[src/rtl/bit_stuff_pkg.sv]
// Shared types and helpers for the bit stuffer/unstuffer engine.
package bit_stuff_pkg;

  typedef enum logic [1:0] {
    PASS = 2'd0,
    INS  = 2'd1,
    ERR  = 2'd2
  } bs_state_t;

  typedef enum logic {
    STUFF   = 1'b0,
    UNSTUFF = 1'b1
  } bs_mode_t;

  // Saturating increment for the 16-bit stuff statistics counter
  function automatic logic [15:0] sat_inc16(input logic [15:0] v);
    logic [15:0] r;
    if (v == 16'hFFFF) r = v;
    else               r = v + 16'd1;
    return r;
  endfunction

  // Saturating increment for the 8-bit error statistics counter
  function automatic logic [7:0] sat_inc8(input logic [7:0] v);
    logic [7:0] r;
    if (v == 8'hFF) r = v;
    else            r = v + 8'd1;
    return r;
  endfunction

endpackage

[src/rtl/counter.sv]
// Generic up/down counter with synchronous clear.
// A clear and a count step in the same cycle yield the first step from zero.
module counter #(
  parameter int W = 4
) (
  input  logic         clk,
  input  logic         rst_L,
  input  logic         inc_cnt,
  input  logic         clr_cnt,
  input  logic         up,
  output logic [W-1:0] count
);

  logic [W-1:0] base_s;
  logic [W-1:0] count_nxt_s;

  assign base_s = clr_cnt ? {W{1'b0}} : count;

  // Next count: optional clear, then optional single step
  always_comb begin
    count_nxt_s = base_s;
    if (!inc_cnt) begin
      count_nxt_s = base_s;
    end else if (up) begin
      count_nxt_s = base_s + W'(1);
    end else begin
      count_nxt_s = base_s - W'(1);
    end
  end

  // Count register
  always_ff @(posedge clk or negedge rst_L) begin
    if (!rst_L) count <= {W{1'b0}};
    else        count <= count_nxt_s;
  end

endmodule

[src/rtl/bit_stuff_gen.sv]
// Bit stuffer / unstuffer with valid/ready on both sides.
// STUFF mode inserts a 0 after MAX_RUN consecutive 1s; UNSTUFF mode removes
// that 0 and flags a 1 found in its place, then drains until the next start.
// Optional feature macro: BIT_STUFF_STATS_EN adds stuff_cnt / err_cnt outputs.
module bit_stuff_gen
  import bit_stuff_pkg::*;
#(
  parameter int MAX_RUN = 6,
  parameter int CNT_W   = $clog2(MAX_RUN + 1)
) (
  input  logic        clk,
  input  logic        rst_L,
  input  logic        start,
  input  logic        mode,
  input  logic        in_valid,
  input  logic        in_bit,
  output logic        in_ready,
  output logic        out_valid,
  output logic        out_bit,
  input  logic        out_ready,
  output logic        stuffed,
  output logic        stuff_err
`ifdef BIT_STUFF_STATS_EN
  ,
  output logic [15:0] stuff_cnt,
  output logic [7:0]  err_cnt
`endif
);

  localparam logic [CNT_W-1:0] RUN_MAX_C = CNT_W'(MAX_RUN);
  localparam logic [CNT_W-1:0] RUN_PRE_C = CNT_W'(MAX_RUN - 1);

  bs_state_t        state_r, state_nxt_s, eff_state_s;
  bs_mode_t         mode_r, eff_mode_s;
  logic [CNT_W-1:0] run_s, eff_run_s;
  logic             can_load_s, in_ready_s, accept_s;
  logic             run_at_max_s, run_hits_max_s;
  logic             load_s, load_bit_s, load_stuffed_s;
  logic             err_s, stuff_ev_s, run_inc_s, run_clr_s;
  logic             out_valid_r, out_bit_r, stuffed_r, stuff_err_r;

  // A start pulse restarts the packet context for this cycle's decisions,
  // so a bit accepted together with start belongs to the new packet.
  assign eff_state_s    = start ? PASS : state_r;
  assign eff_mode_s     = start ? bs_mode_t'(mode) : mode_r;
  assign eff_run_s      = start ? {CNT_W{1'b0}} : run_s;
  assign can_load_s     = ~out_valid_r | out_ready;
  assign in_ready_s     = ((state_r == ERR) & ~start) | (can_load_s & (state_r != INS));
  assign accept_s       = in_valid & in_ready_s;
  assign run_at_max_s   = (eff_run_s == RUN_MAX_C);
  assign run_hits_max_s = in_bit & (eff_run_s == RUN_PRE_C);

  counter #(.W(CNT_W)) u_run_cnt (
    .clk     (clk),
    .rst_L   (rst_L),
    .inc_cnt (run_inc_s),
    .clr_cnt (run_clr_s),
    .up      (1'b1),
    .count   (run_s)
  );

  // FSM state and latched packet mode
  always_ff @(posedge clk or negedge rst_L) begin
    if (!rst_L) begin
      state_r <= PASS;
      mode_r  <= STUFF;
    end else begin
      state_r <= state_nxt_s;
      mode_r  <= eff_mode_s;
    end
  end

  // FSM next-state decision
  always_comb begin
    state_nxt_s = eff_state_s;
    case (eff_state_s)
      PASS: begin
        if (!accept_s) begin
          state_nxt_s = PASS;
        end else if (eff_mode_s == STUFF) begin
          if (run_hits_max_s) state_nxt_s = INS;
          else                state_nxt_s = PASS;
        end else begin
          if (run_at_max_s && in_bit) state_nxt_s = ERR;
          else                        state_nxt_s = PASS;
        end
      end
      INS: begin
        if (can_load_s) state_nxt_s = PASS;
        else            state_nxt_s = INS;
      end
      ERR:     state_nxt_s = ERR;
      default: state_nxt_s = PASS;
    endcase
  end

  // FSM outputs: output-register load, run counter control, event strobes
  always_comb begin
    load_s         = 1'b0;
    load_bit_s     = 1'b0;
    load_stuffed_s = 1'b0;
    err_s          = 1'b0;
    stuff_ev_s     = 1'b0;
    run_inc_s      = 1'b0;
    run_clr_s      = start;
    case (eff_state_s)
      PASS: begin
        if (!accept_s) begin
          load_s = 1'b0;
        end else if ((eff_mode_s == STUFF) || !run_at_max_s) begin
          load_s     = 1'b1;
          load_bit_s = in_bit;
          if (in_bit) run_inc_s = 1'b1;
          else        run_clr_s = 1'b1;
        end else begin
          // Slot where a stuffed 0 must appear: consume it, or flag a 1
          run_clr_s  = 1'b1;
          stuff_ev_s = ~in_bit;
          err_s      = in_bit;
        end
      end
      INS: begin
        if (can_load_s) begin
          load_s         = 1'b1;
          load_bit_s     = 1'b0;
          load_stuffed_s = 1'b1;
          run_clr_s      = 1'b1;
          stuff_ev_s     = 1'b1;
        end else begin
          load_s = 1'b0;
        end
      end
      ERR:     load_s = 1'b0;
      default: load_s = 1'b0;
    endcase
  end

  // Single output register; holds its contents while downstream stalls
  always_ff @(posedge clk or negedge rst_L) begin
    if (!rst_L) begin
      out_valid_r <= 1'b0;
      out_bit_r   <= 1'b0;
      stuffed_r   <= 1'b0;
    end else if (load_s) begin
      out_valid_r <= 1'b1;
      out_bit_r   <= load_bit_s;
      stuffed_r   <= load_stuffed_s;
    end else if (out_ready) begin
      out_valid_r <= 1'b0;
      stuffed_r   <= 1'b0;
    end else begin
      out_valid_r <= out_valid_r;
    end
  end

  // One-cycle stuff error pulse
  always_ff @(posedge clk or negedge rst_L) begin
    if (!rst_L) stuff_err_r <= 1'b0;
    else        stuff_err_r <= err_s;
  end

  assign in_ready  = in_ready_s;
  assign out_valid = out_valid_r;
  assign out_bit   = out_bit_r;
  assign stuffed   = stuffed_r;
  assign stuff_err = stuff_err_r;

`ifdef BIT_STUFF_STATS_EN
  logic [15:0] stuff_cnt_r;
  logic [7:0]  err_cnt_r;

  // Saturating statistics, cleared only by reset (start leaves them alone)
  always_ff @(posedge clk or negedge rst_L) begin
    if (!rst_L) begin
      stuff_cnt_r <= 16'd0;
      err_cnt_r   <= 8'd0;
    end else begin
      if (stuff_ev_s) stuff_cnt_r <= sat_inc16(stuff_cnt_r);
      if (err_s)      err_cnt_r   <= sat_inc8(err_cnt_r);
    end
  end

  assign stuff_cnt = stuff_cnt_r;
  assign err_cnt   = err_cnt_r;
`endif

endmodule

[config.mk]
export PLATFORM = sky130hd
export DESIGN_NAME = bit_stuff_gen
export DESIGN_NICKNAME = d
export VERILOG_FILES = /design/src/rtl/bit_stuff_pkg.sv /design/src/rtl/counter.sv /design/src/rtl/bit_stuff_gen.sv
export SDC_FILE = /design/constraint.sdc
export NUM_CORES = 1
export LEC_CHECK = 0
export CAP_MARGIN = 10
export CORE_AREA = 2 2 39 41
export CTS_CLUSTER_SIZE = 10
export DETAILED_ROUTE_END_ITERATION = 12
export DIE_AREA = 0 0 41 43
export SYNTH_ARGS = -nofsm -noshare
export SYNTH_HDL_FRONTEND = slang
export SYNTH_HIERARCHICAL = 1
export SYNTH_SLANG_ARGS = --single-unit
[constraint.sdc]
create_clock -name clk -period 2.5 [get_ports clk]
set_input_delay 0.25 -clock clk [delete_from_list [all_inputs] [get_ports clk]]
set_output_delay 0.25 -clock clk [all_outputs]
set_load 0.02 [all_outputs]
==> impl_metrics.py, run 1 <==
metrics = {
    "cts": {
        "cts.sinks": 10,
        "cts-resized-gates": 0,
        "cts_root_buf": "clkbuf_4",
        "cts_buffers": 3,
        "clk_latency_ns": 0.26,
        "htreeDepth": 1,
        "cts_max_path_buffers": 2,
        "holdBufCountCts": 0,
        "path_clk_slew_ns": 0.06,
        "cts_tree": "yes",
        "postCtsSetupBuffers": 0,
    },
    "yosys": {
        "synth.area.top_cells": "dfrtp_1, nand2b_1, fa_1, xnor2_1, inv_1",
        "synth_warnings": 6,
        "async_flop_share": 1.000,
        "postSynthRegisterBits": 10,
        "synth_cell_types": 26,
        "synth.cell_area_um2": 516.7,
        "yosys.area.top_type": "dfrtp_1",
        "synth_edf_count": 0,
        "yosysMostFrequentCell": "dfrtp_1",
        "ys.flop_type": "dfrtp_1",
        "synth.top_cell.area_share": 0.4843,
        "avgSynthCellArea_um2": 10.33,
        "netlist_top_cells_count": "dfrtp_1, inv_1, nand2b_1, nor2_1, nand2_1",
        "seq_area_frac_synth": 0.4843,
        "synth_cells": 50,
    },
    "detailed_routing": {
        "drc_errors": 0,
        "drt-wirelength-per-cell_um": 10.08,
        "drt-pass1-iter-count": 4,
        "antenna_left": 0,
        "drt_iter0_drc": 4,
        "routed_via_density": 4.584,
        "routed_wl_um": 897,
        "vias": 408,
    },
    "die": {
        "start_util": 0.3734,
        "die_w_um": 41,
        "io_pins": 12,
        "die-area_mm2": 0.001763,
        "core_mm2": 0.001384,
        "fp-row-count": 14,
        "die_height_um": 43,
    },
    "worst_setup_path": {
        "crit_path_end": "u_run_cnt/count[2]$_DFF_PN0_",
        "crit_required_ns": 2.64,
        "r2r-start": "state_r[1]$_DFF_PN0_",
        "ff2ff_setup_slack_ns": 0.32,
        "r2r_end": "u_run_cnt/count[2]$_DFF_PN0_",
        "path_class": "in -> reg",
        "crit_path_end_kind": "flip-flop",
        "cp.arrival_ns": 2.39,
        "start_kind": "input port",
        "ff2ff_path_depth": 9,
        "critPathMaxFanout": 5,
        "startpoint": "start",
    },
    "timing": {
        "finalSetupViolCount": 0,
        "whs_ns": 0.2996,
        "period_needed_ns": 2.249,
        "hold_viol": 0,
        "timing.final.crit_share": 0.8995,
        "rsz0062_at_grt": "false",
        "slew_violations": 0,
        "finClkSkew_ns": 0.001208,
        "finalWorstSetupSlack_ns": 0.2513,
        "max_freq_ghz": 0.4447,
    },
    "pwr": {
        "p_total_uw": 398.5,
        "p_per_area_mw_per_mm2": 539.0,
        "p_leak_uw": 0.0003325,
        "ir_drop_v": 0.0002444,
    },
    "grt": {
        "first_global_vias": 397,
        "grt_start_max_net_pins": 11,
        "antenna_found_initial": 0,
        "grt_pass1_wl_mm": 1.497,
        "grt-ovfl-total": 0,
        "grt_usage": 0.1296,
    },
    "place": {
        "dpl_worst_slack_ns": -0.001352,
        "place_congestion": 0.7112,
        "portBuffers": 11,
        "place_area_um2": 703.2,
        "dp_hpwl_um": 744.7,
    },
    "layout": {
        "n_antenna_cell": 0,
        "layout-drive-gt1-share": 0.2192,
        "nets": 82,
        "syn_to_final_growth_pct": 43.10,
        "design_area_um2": 739.5,
    },
    "flow_run": {
        "drv_cap": 0,
    },
    "outcome": {
        "status": "completed",
    },
    "hold_path": {
        "min_path_type": "in -> async",
    },
}
logic make-up after synthesis:
family / synth area share
AND/OR/NAND/NOR: 0.2445
other: 0.007257
XOR/XNOR: 0.05086
multiplexers: 0.04116
AO/OA/AOI/OAI: 0.1041
adder cells (fa/ha/maj): 0.03874
flip-flops: 0.4843
buffers and inverters: 0.02905
per-layer routing:
metal	GRT usage	up-vias	part of all wire
met5	0	-	0
met4	0.08000	0	0.0089
met3	0.03141	2	0.057
met2	0.1969	9	0.48
met1	0.1559	185	0.45
li1	-	212	-
critical path, stage by stage:
cell and delay, ns:
clkdlybuf4s50_1 0.56, nor2b_1 0.10, nand4b_2 0.11, a21oi_1 0.06, or3b_1 0.39, nand2b_1 0.19, fa_1 0.41, xor2_1 0.13
nand2_1 0.08, xnor2_1 0.12
stage by stage:
| stage | setup TNS, ns | std cells | util |
|---|---|---|---|
| after floorplan | 0 | 51 | - |
| after global placement | 0 | 85 | 0.5081 |
| after detailed placement | -0.001352 | 85 | 0.5081 |
| after CTS | 0 | 89 | 0.5344 |
| after global routing | 0 | 89 | 0.5344 |
| final | 0 | 89 | 0.5344 |
flip-flops by register name, indices dropped and copies added (netlist names):
signal           flops
mode_r               1
out_valid            1
out_bit              1
u_run_cnt/count      3
stuffed              1
stuff_err            1
state_r              2
report_power, final:
part	leakage, uW	internal (uW)	switching, uW
clock network	0.0000210	88.2	50.8
logic	0.000180	44.1	34.5
registers	0.000131	173	7.68
total	0.000333	306	93.0
layout by cell type, fill, tap and decap left out, types with 2 or more instances in the layout:
master / count
o21ai_0: 2
clkbuf_4: 3
dfrtp_1: 10
clkdlybuf4s50_1: 11
nand3_1: 2
nand2b_1: 4
buf_4: 7
nand2_1: 3
nor2_1: 4
inv_1: 4
nor2b_1: 2
xnor2_1: 2
conb_1: 2
area by class of cell:
class	instances	area, um2
multi-input combinational	37	255.2
clock buffer	4	36.28
tap	16	20.02
timing repair buffer	18	162.7
sequential	10	250.2
inverter	4	15.01
fill	136	644.4
how the worst min path moves through the flow:
stage / startpoint / to / cells after the start
final: rst_L / state_r[1]$_DFF_PN0_ / 1
after global routing: rst_L / state_r[1]$_DFF_PN0_ / 1
after CTS: rst_L / stuff_err$_DFF_PN0_ / 1
after detailed placement: out_bit$_DFFE_PN0P_ / out_bit$_DFFE_PN0P_ / 1
after global placement: out_bit$_DFFE_PN0P_ / out_bit$_DFFE_PN0P_ / 1
after floorplan: rst_L / mode_r$_DFF_PN0_ / 0
No activity file was read; power rests on OpenSTA's default activity.
==> inputs of run 2 (changes only) <==
PLACE_DENSITY = 0.68   (was unset)
SYNTH_HIERARCHICAL = unset   (was 1)
==> run 2 against run 1 <==
  * Combinational power decreased by 21%
  * Clock power fell by 20%
  * Sequential power fell by 4%
  * Critical endpoint is now in_ready
  * Critical path depth down 5
  * First-iteration DRC count up 130%
  * Global-route usage rose by 2.1 points
  * Non-clock buffer count fell by 6
  * Wire length increased by 15%
  * Die area did not move
==> impl_metrics.py, run 2 <==
metrics = {
    "outcome": {
        "status": "completed",
    },
    "worst_setup_path": {
        "crit_slowest_cell": "clkdlybuf4s50_1",
        "start_kind": "input port",
        "cp.arrival_ns": 1.79,
        "crit_family": "buffers and inverters",
        "max_stage_delay_ns": 0.62,
        "crit_path_end_kind": "output pin",
        "crit_required_ns": 2.25,
        "path_buf_inv": 2,
        "startpoint": "start",
        "cp_cell_sequence": "clkdlybuf4s50_1 > nor2b_4 > nor2_1 > o21ai_0 > clkdlybuf4s50_1",
        "ff2ff_setup_slack_ns": 0.68,
        "r2r-start": "state_r[1]$_DFF_PN0_",
        "critPathMaxFanout": 4,
        "path_class": "in -> out",
        "crit_top_cell": "clkdlybuf4s50_1",
    },
    "yosys": {
        "synth_cell_types": 27,
        "synth_cells": 53,
        "postSynthRegisterBits": 10,
        "avgSynthCellArea_um2": 10.51,
        "yosys.area.top_type": "dfrtp_1",
        "yosysMostFrequentCell": "dfrtp_1",
        "ys.flop_type": "dfrtp_1",
        "synth_edf_count": 0,
        "netlist_top_cells_count": "dfrtp_1, nand2_1, a21oi_1",
        "syn_nets": 61,
        "seq_area_frac_synth": 0.4494,
        "synth.cell_area_um2": 556.8,
        "synth.area.top_cells": "dfrtp_1, nor2b_4, nand2_1, nor4b_4, a21oi_1",
        "synth.top_cell.area_share": 0.4494,
        "synth_warnings": 0,
        "async_flop_share": 1.000,
    },
    "cts": {
        "cts.sinks": 10,
        "holdBufCountCts": 0,
        "cts_tree": "yes",
        "htreeDepth": 1,
        "cts_buffers": 3,
        "path_clk_slew_ns": 0.06,
        "cts-resized-gates": 0,
        "cts_root_buf": "clkbuf_4",
        "postCtsSetupBuffers": 0,
        "cts_max_path_buffers": 2,
        "clk_latency_ns": 0.27,
    },
    "die": {
        "die-area_mm2": 0.001763,
        "start_util": 0.4024,
        "io_pins": 12,
        "die_height_um": 43,
        "fp-row-count": 14,
        "die_w_um": 41,
        "core_mm2": 0.001384,
    },
    "place": {
        "dp_hpwl_um": 792.2,
        "portBuffers": 11,
        "place_congestion": 0.7670,
        "place_area_um2": 683.2,
    },
    "detailed_routing": {
        "drt-pass1-iter-count": 3,
        "drt-wirelength-per-cell_um": 12.47,
        "routed_via_density": 5.325,
        "drt_iter0_drc": 9,
        "vias": 442,
        "drc_errors": 0,
        "routed_wl_mm": 1.035,
        "antenna_left": 0,
    },
    "layout": {
        "largest_reg_flops": 3,
        "largestRegisters": "u_run_cnt.count x3, state_r x2",
        "design_area_um2": 705.7,
        "final_cell_mix": "clkdlybuf4s50_1, dfrtp_1, nand2_1, a21oi_1",
        "final_common_cell": "clkdlybuf4s50_1",
        "layout-drive-gt1-share": 0.1493,
        "n_fill_cell": 133,
        "nets": 77,
        "n_antenna_cell": 0,
        "regMostFlops": "u_run_cnt.count",
        "syn_to_final_growth_pct": 26.74,
    },
    "timing": {
        "slew_violations": 0,
        "slew-limit-headroom": 0.6746,
        "timing.final.crit_share": 0.8175,
        "period_needed_ns": 2.044,
        "max_freq_ghz": 0.4893,
        "fin_tns_setup_ns": 0,
        "finClkSkew_ns": 0.001355,
        "worstMarginPinSlew_ns": 0.4860,
        "hold_viol": 0,
        "rsz0062_at_grt": "false",
        "finalSetupViolCount": 0,
    },
    "grt": {
        "grt-ovfl-total": 0,
        "first_global_vias": 428,
        "grt_start_max_net_pins": 11,
        "grt_usage": 0.1510,
        "antenna_found_initial": 0,
        "grt_pass1_wl_mm": 1.752,
    },
    "pwr": {
        "p_per_area_mw_per_mm2": 491.7,
        "p_leak_uw": 0.0003069,
        "ir_drop_v": 0.0003355,
        "p_total_uw": 347.0,
    },
    "hold_path": {
        "min_path_type": "in -> async",
    },
    "flow_run": {
        "drv_cap": 0,
    },
}
-- run 2: path summary, 6_finish.rpt --
| check | end | depth (start not counted) |
|---|---|---|
| setup / recovery | in_ready | 5 |
| hold / removal | stuffed$_DFFE_PN0P_ | 1 |
| setup reg to reg | u_run_cnt.count[2]$_DFF_PN0_ | 6 |
| hold reg to reg | state_r[0]$_DFF_PN0_ | 1 |
| max in group asynchronous | u_run_cnt.count[2]$_DFF_PN0_ | 1 |
| min in group clk | state_r[0]$_DFF_PN0_ | 1 |
-- run 2: layout make-up --
class	count	area, um2	area share
Clock buffer	3	22.52	0.03191
Inverter	2	7.507	0.01064
Multi-Input combinational cell	40	287.8	0.4078
Sequential cell	10	250.2	0.3546
Tap cell	16	20.02	0.02837
Timing Repair Buffer	12	117.6	0.1667
-- run 2: worst reg2reg max path, cell delays in order, from the launching register on --
cell and delay [ns]:
dfrtp_1 0.42, nor2b_4 0.16, nor4b_4 0.49, a21oi_1 0.14, ha_1 0.24, o21a_1 0.18
o22ai_1 0.12
-- run 2: layer usage --
metal | track usage | wire (um) | vias to the layer above
li1 | - | - | 221
met2 | 0.2094 | 478 | 7
met5 | 0 | 0 | -
met4 | 0.06000 | 12 | 0
met1 | 0.1887 | 481 | 212
met3 | 0.08377 | 62 | 2
-- run 2: cell families (layout without fill, tap and decap cells) --
family / after synthesis / count (layout) / share of synthesized area
AOI/OAI and AO/OA: 15 / 15 / 0.1708
muxes: 2 / 2 / 0.03820
and+or+nand+nor: 22 / 22 / 0.2854
adders and majority gates: 1 / 1 / 0.02247
DFF: 10 / 10 / 0.4494
buffers and inverters: 3 / 17 / 0.03371
-- run 2: stage by stage --
stage          hold slack (ns)  worst slack, ns  utilization  instances
6_report                0.2888           0.4561       0.5099         83
5_1_grt                 0.3328           0.3323       0.5099         83
4_1_cts                 0.2966           0.4402       0.5099         83
3_5_place_dp            0.5108           0.3020       0.4937         80
3_3_place_gp            0.4949           0.3604       0.4937         80
2_1_floorplan         -0.04559           0.7836            -         53
-- run 2: power by group --
part / switching, uW / internal (uW)
Clock: 55.2 / 55.7
Combinational: 30.4 / 31.5
Sequential: 4.87 / 169
Total: 90.4 / 257
==> inputs of run 3 (changes only) <==
clock period = 2 ns   (was 2.5 ns; I/O delays follow)
==> run 3 against run 2 <==
  * Clock skew barely moved
  * Count of clock-buffer cells in the layout up 1
  * Combinational power is 40% higher
  * Wire length increased by 14%
  * Power is 40% higher
  * Highest routed layer unchanged
  * Critical endpoint is now u_run_cnt.count[2]$_DFF_PN0_
  * Design area grew 8.7%
  * Largest power group unchanged
==> impl_metrics.py, run 3 (synthesis results as in run 2) <==
metrics = {
    "worst_setup_path": {
        "cp.arrival_ns": 1.96,
        "start_kind": "input port",
        "crit_path_end_kind": "flip-flop",
        "critPathMaxFanout": 5,
        "ff2ff_path_depth": 7,
        "path_class": "in -> reg",
        "crit_required_ns": 2.18,
    },
    "detailed_routing": {
        "drt-pass1-iter-count": 4,
        "drt-wirelength-per-cell_um": 13.09,
        "drt_iter0_drc": 7,
        "drc_errors": 0,
        "vias": 480,
        "antenna_left": 0,
        "routed_wl_mm": 1.178,
        "routed_via_density": 5.333,
    },
    "timing": {
        "timing.final.crit_share": 0.8885,
        "slew-limit-headroom": 0.6956,
        "period_needed_ns": 1.777,
        "worstMarginPinSlew_ns": 0.4551,
        "fin_tns_setup_ns": 0,
        "finClkSkew_ns": 0.001183,
        "hold_viol": 0,
        "finalSetupViolCount": 0,
        "rsz0062_at_grt": "false",
        "max_freq_ghz": 0.5628,
        "slew_violations": 0,
    },
    "pwr": {
        "ir_drop_v": 0.0004532,
        "p_leak_uw": 0.0003495,
        "p_total_uw": 484.2,
        "p_per_area_mw_per_mm2": 631.3,
    },
    "place": {
        "dp_hpwl_um": 909.3,
        "place_area_um2": 728.2,
        "place_congestion": 0.8212,
        "portBuffers": 11,
    },
    "outcome": {
        "status": "completed",
    },
    "layout": {
        "nets": 83,
        "layout-drive-gt1-share": 0.2297,
        "n_antenna_cell": 0,
        "seq_area_um2": 250.2,
        "largest_reg_flops": 3,
        "regMostFlops": "u_run_cnt.count",
        "syn_to_final_growth_pct": 37.75,
        "design_area_um2": 767.0,
        "multi_input_area_um2": 287.8,
        "final_cell_mix": "clkdlybuf4s50_1, dfrtp_1, nand2_1, buf_4, a21oi_1",
        "largestRegisters": "u_run_cnt.count x3, state_r x2",
        "n_fill_cell": 132,
    },
    "die": {
        "die_w_um": 41,
        "die_height_um": 43,
        "core_mm2": 0.001384,
        "die-area_mm2": 0.001763,
        "fp-row-count": 14,
        "start_util": 0.4024,
        "io_pins": 12,
    },
    "cts": {
        "clk_latency_ns": 0.26,
        "cts_tree": "yes",
        "htreeDepth": 1,
        "cts.sinks": 10,
        "path_clk_slew_ns": 0.06,
        "cts_max_path_buffers": 2,
        "holdBufCountCts": 0,
        "cts_buffers": 3,
        "cts-resized-gates": 0,
        "postCtsSetupBuffers": 0,
        "cts_root_buf": "clkbuf_4",
    },
    "hold_path": {
        "min_path_type": "in -> async",
    },
    "grt": {
        "grt-ovfl-total": 0,
        "first_global_vias": 493,
        "grt_pass1_wl_mm": 1.918,
        "antenna_found_initial": 0,
        "grt_usage": 0.1677,
        "grt_start_max_net_pins": 11,
    },
    "flow_run": {
        "drv_cap": 0,
    },
}
-- run 3: critical path, cell delays in order --
cell and delay (ns):
clkdlybuf4s50_1 0.52, nand2b_4 0.21, o31ai_1 0.37, a21oi_1 0.13
ha_1 0.22, o21a_1 0.19, o22ai_1 0.13
-- run 3: final timing paths --
check	from	endpoint	slack, ns
min in group clk	state_r[0]$_DFF_PN0_	state_r[0]$_DFF_PN0_	0.51
worst max register to register	state_r[0]$_DFF_PN0_	u_run_cnt.count[2]$_DFF_PN0_	0.29
max in group asynchronous	rst_L	state_r[0]$_DFF_PN0_	1.44
worst min register to register	state_r[0]$_DFF_PN0_	state_r[0]$_DFF_PN0_	0.51
worst max-delay path	start	u_run_cnt.count[2]$_DFF_PN0_	0.22
worst min-delay path	rst_L	mode_r$_DFF_PN0_	0.25
-- run 3: stage by stage --
stage / setup slack [ns] / instances / hold WS [ns] / util
finish: 0.2231 / 90 / 0.2529 / 0.5543
global route: 0.1034 / 90 / 0.2608 / 0.5543
CTS: 0.04223 / 90 / 0.2594 / 0.5524
detailed placement: -0.04462 / 86 / 0.5000 / 0.5262
global placement: 0.01054 / 86 / 0.4869 / 0.5262
floorplan: 0.2836 / 53 / -0.09559 / -
-- run 3: layout make-up --
cell class | instances | area share
timing repair buffer | 18 | 0.2153
clock buffer | 4 | 0.04731
tap | 16 | 0.02610
sequential | 10 | 0.3263
inverter | 2 | 0.009788
multi-input combinational | 40 | 0.3752
-- run 3: power by group --
group | switching, uW | internal [uW]
combinational | 40.9 | 45.9
clock | 67.9 | 110
sequential | 7.33 | 212
total | 116 | 368
-- run 3: routing by layer --
metal	GRT usage	part of all wire	vias up	wire length, um
met5	0	0	-	0
met1	0.1806	0.43	229	506
met3	0.06806	0.049	2	58
li1	-	-	234	-
met4	0.1133	0.017	0	20
met2	0.2531	0.50	15	592
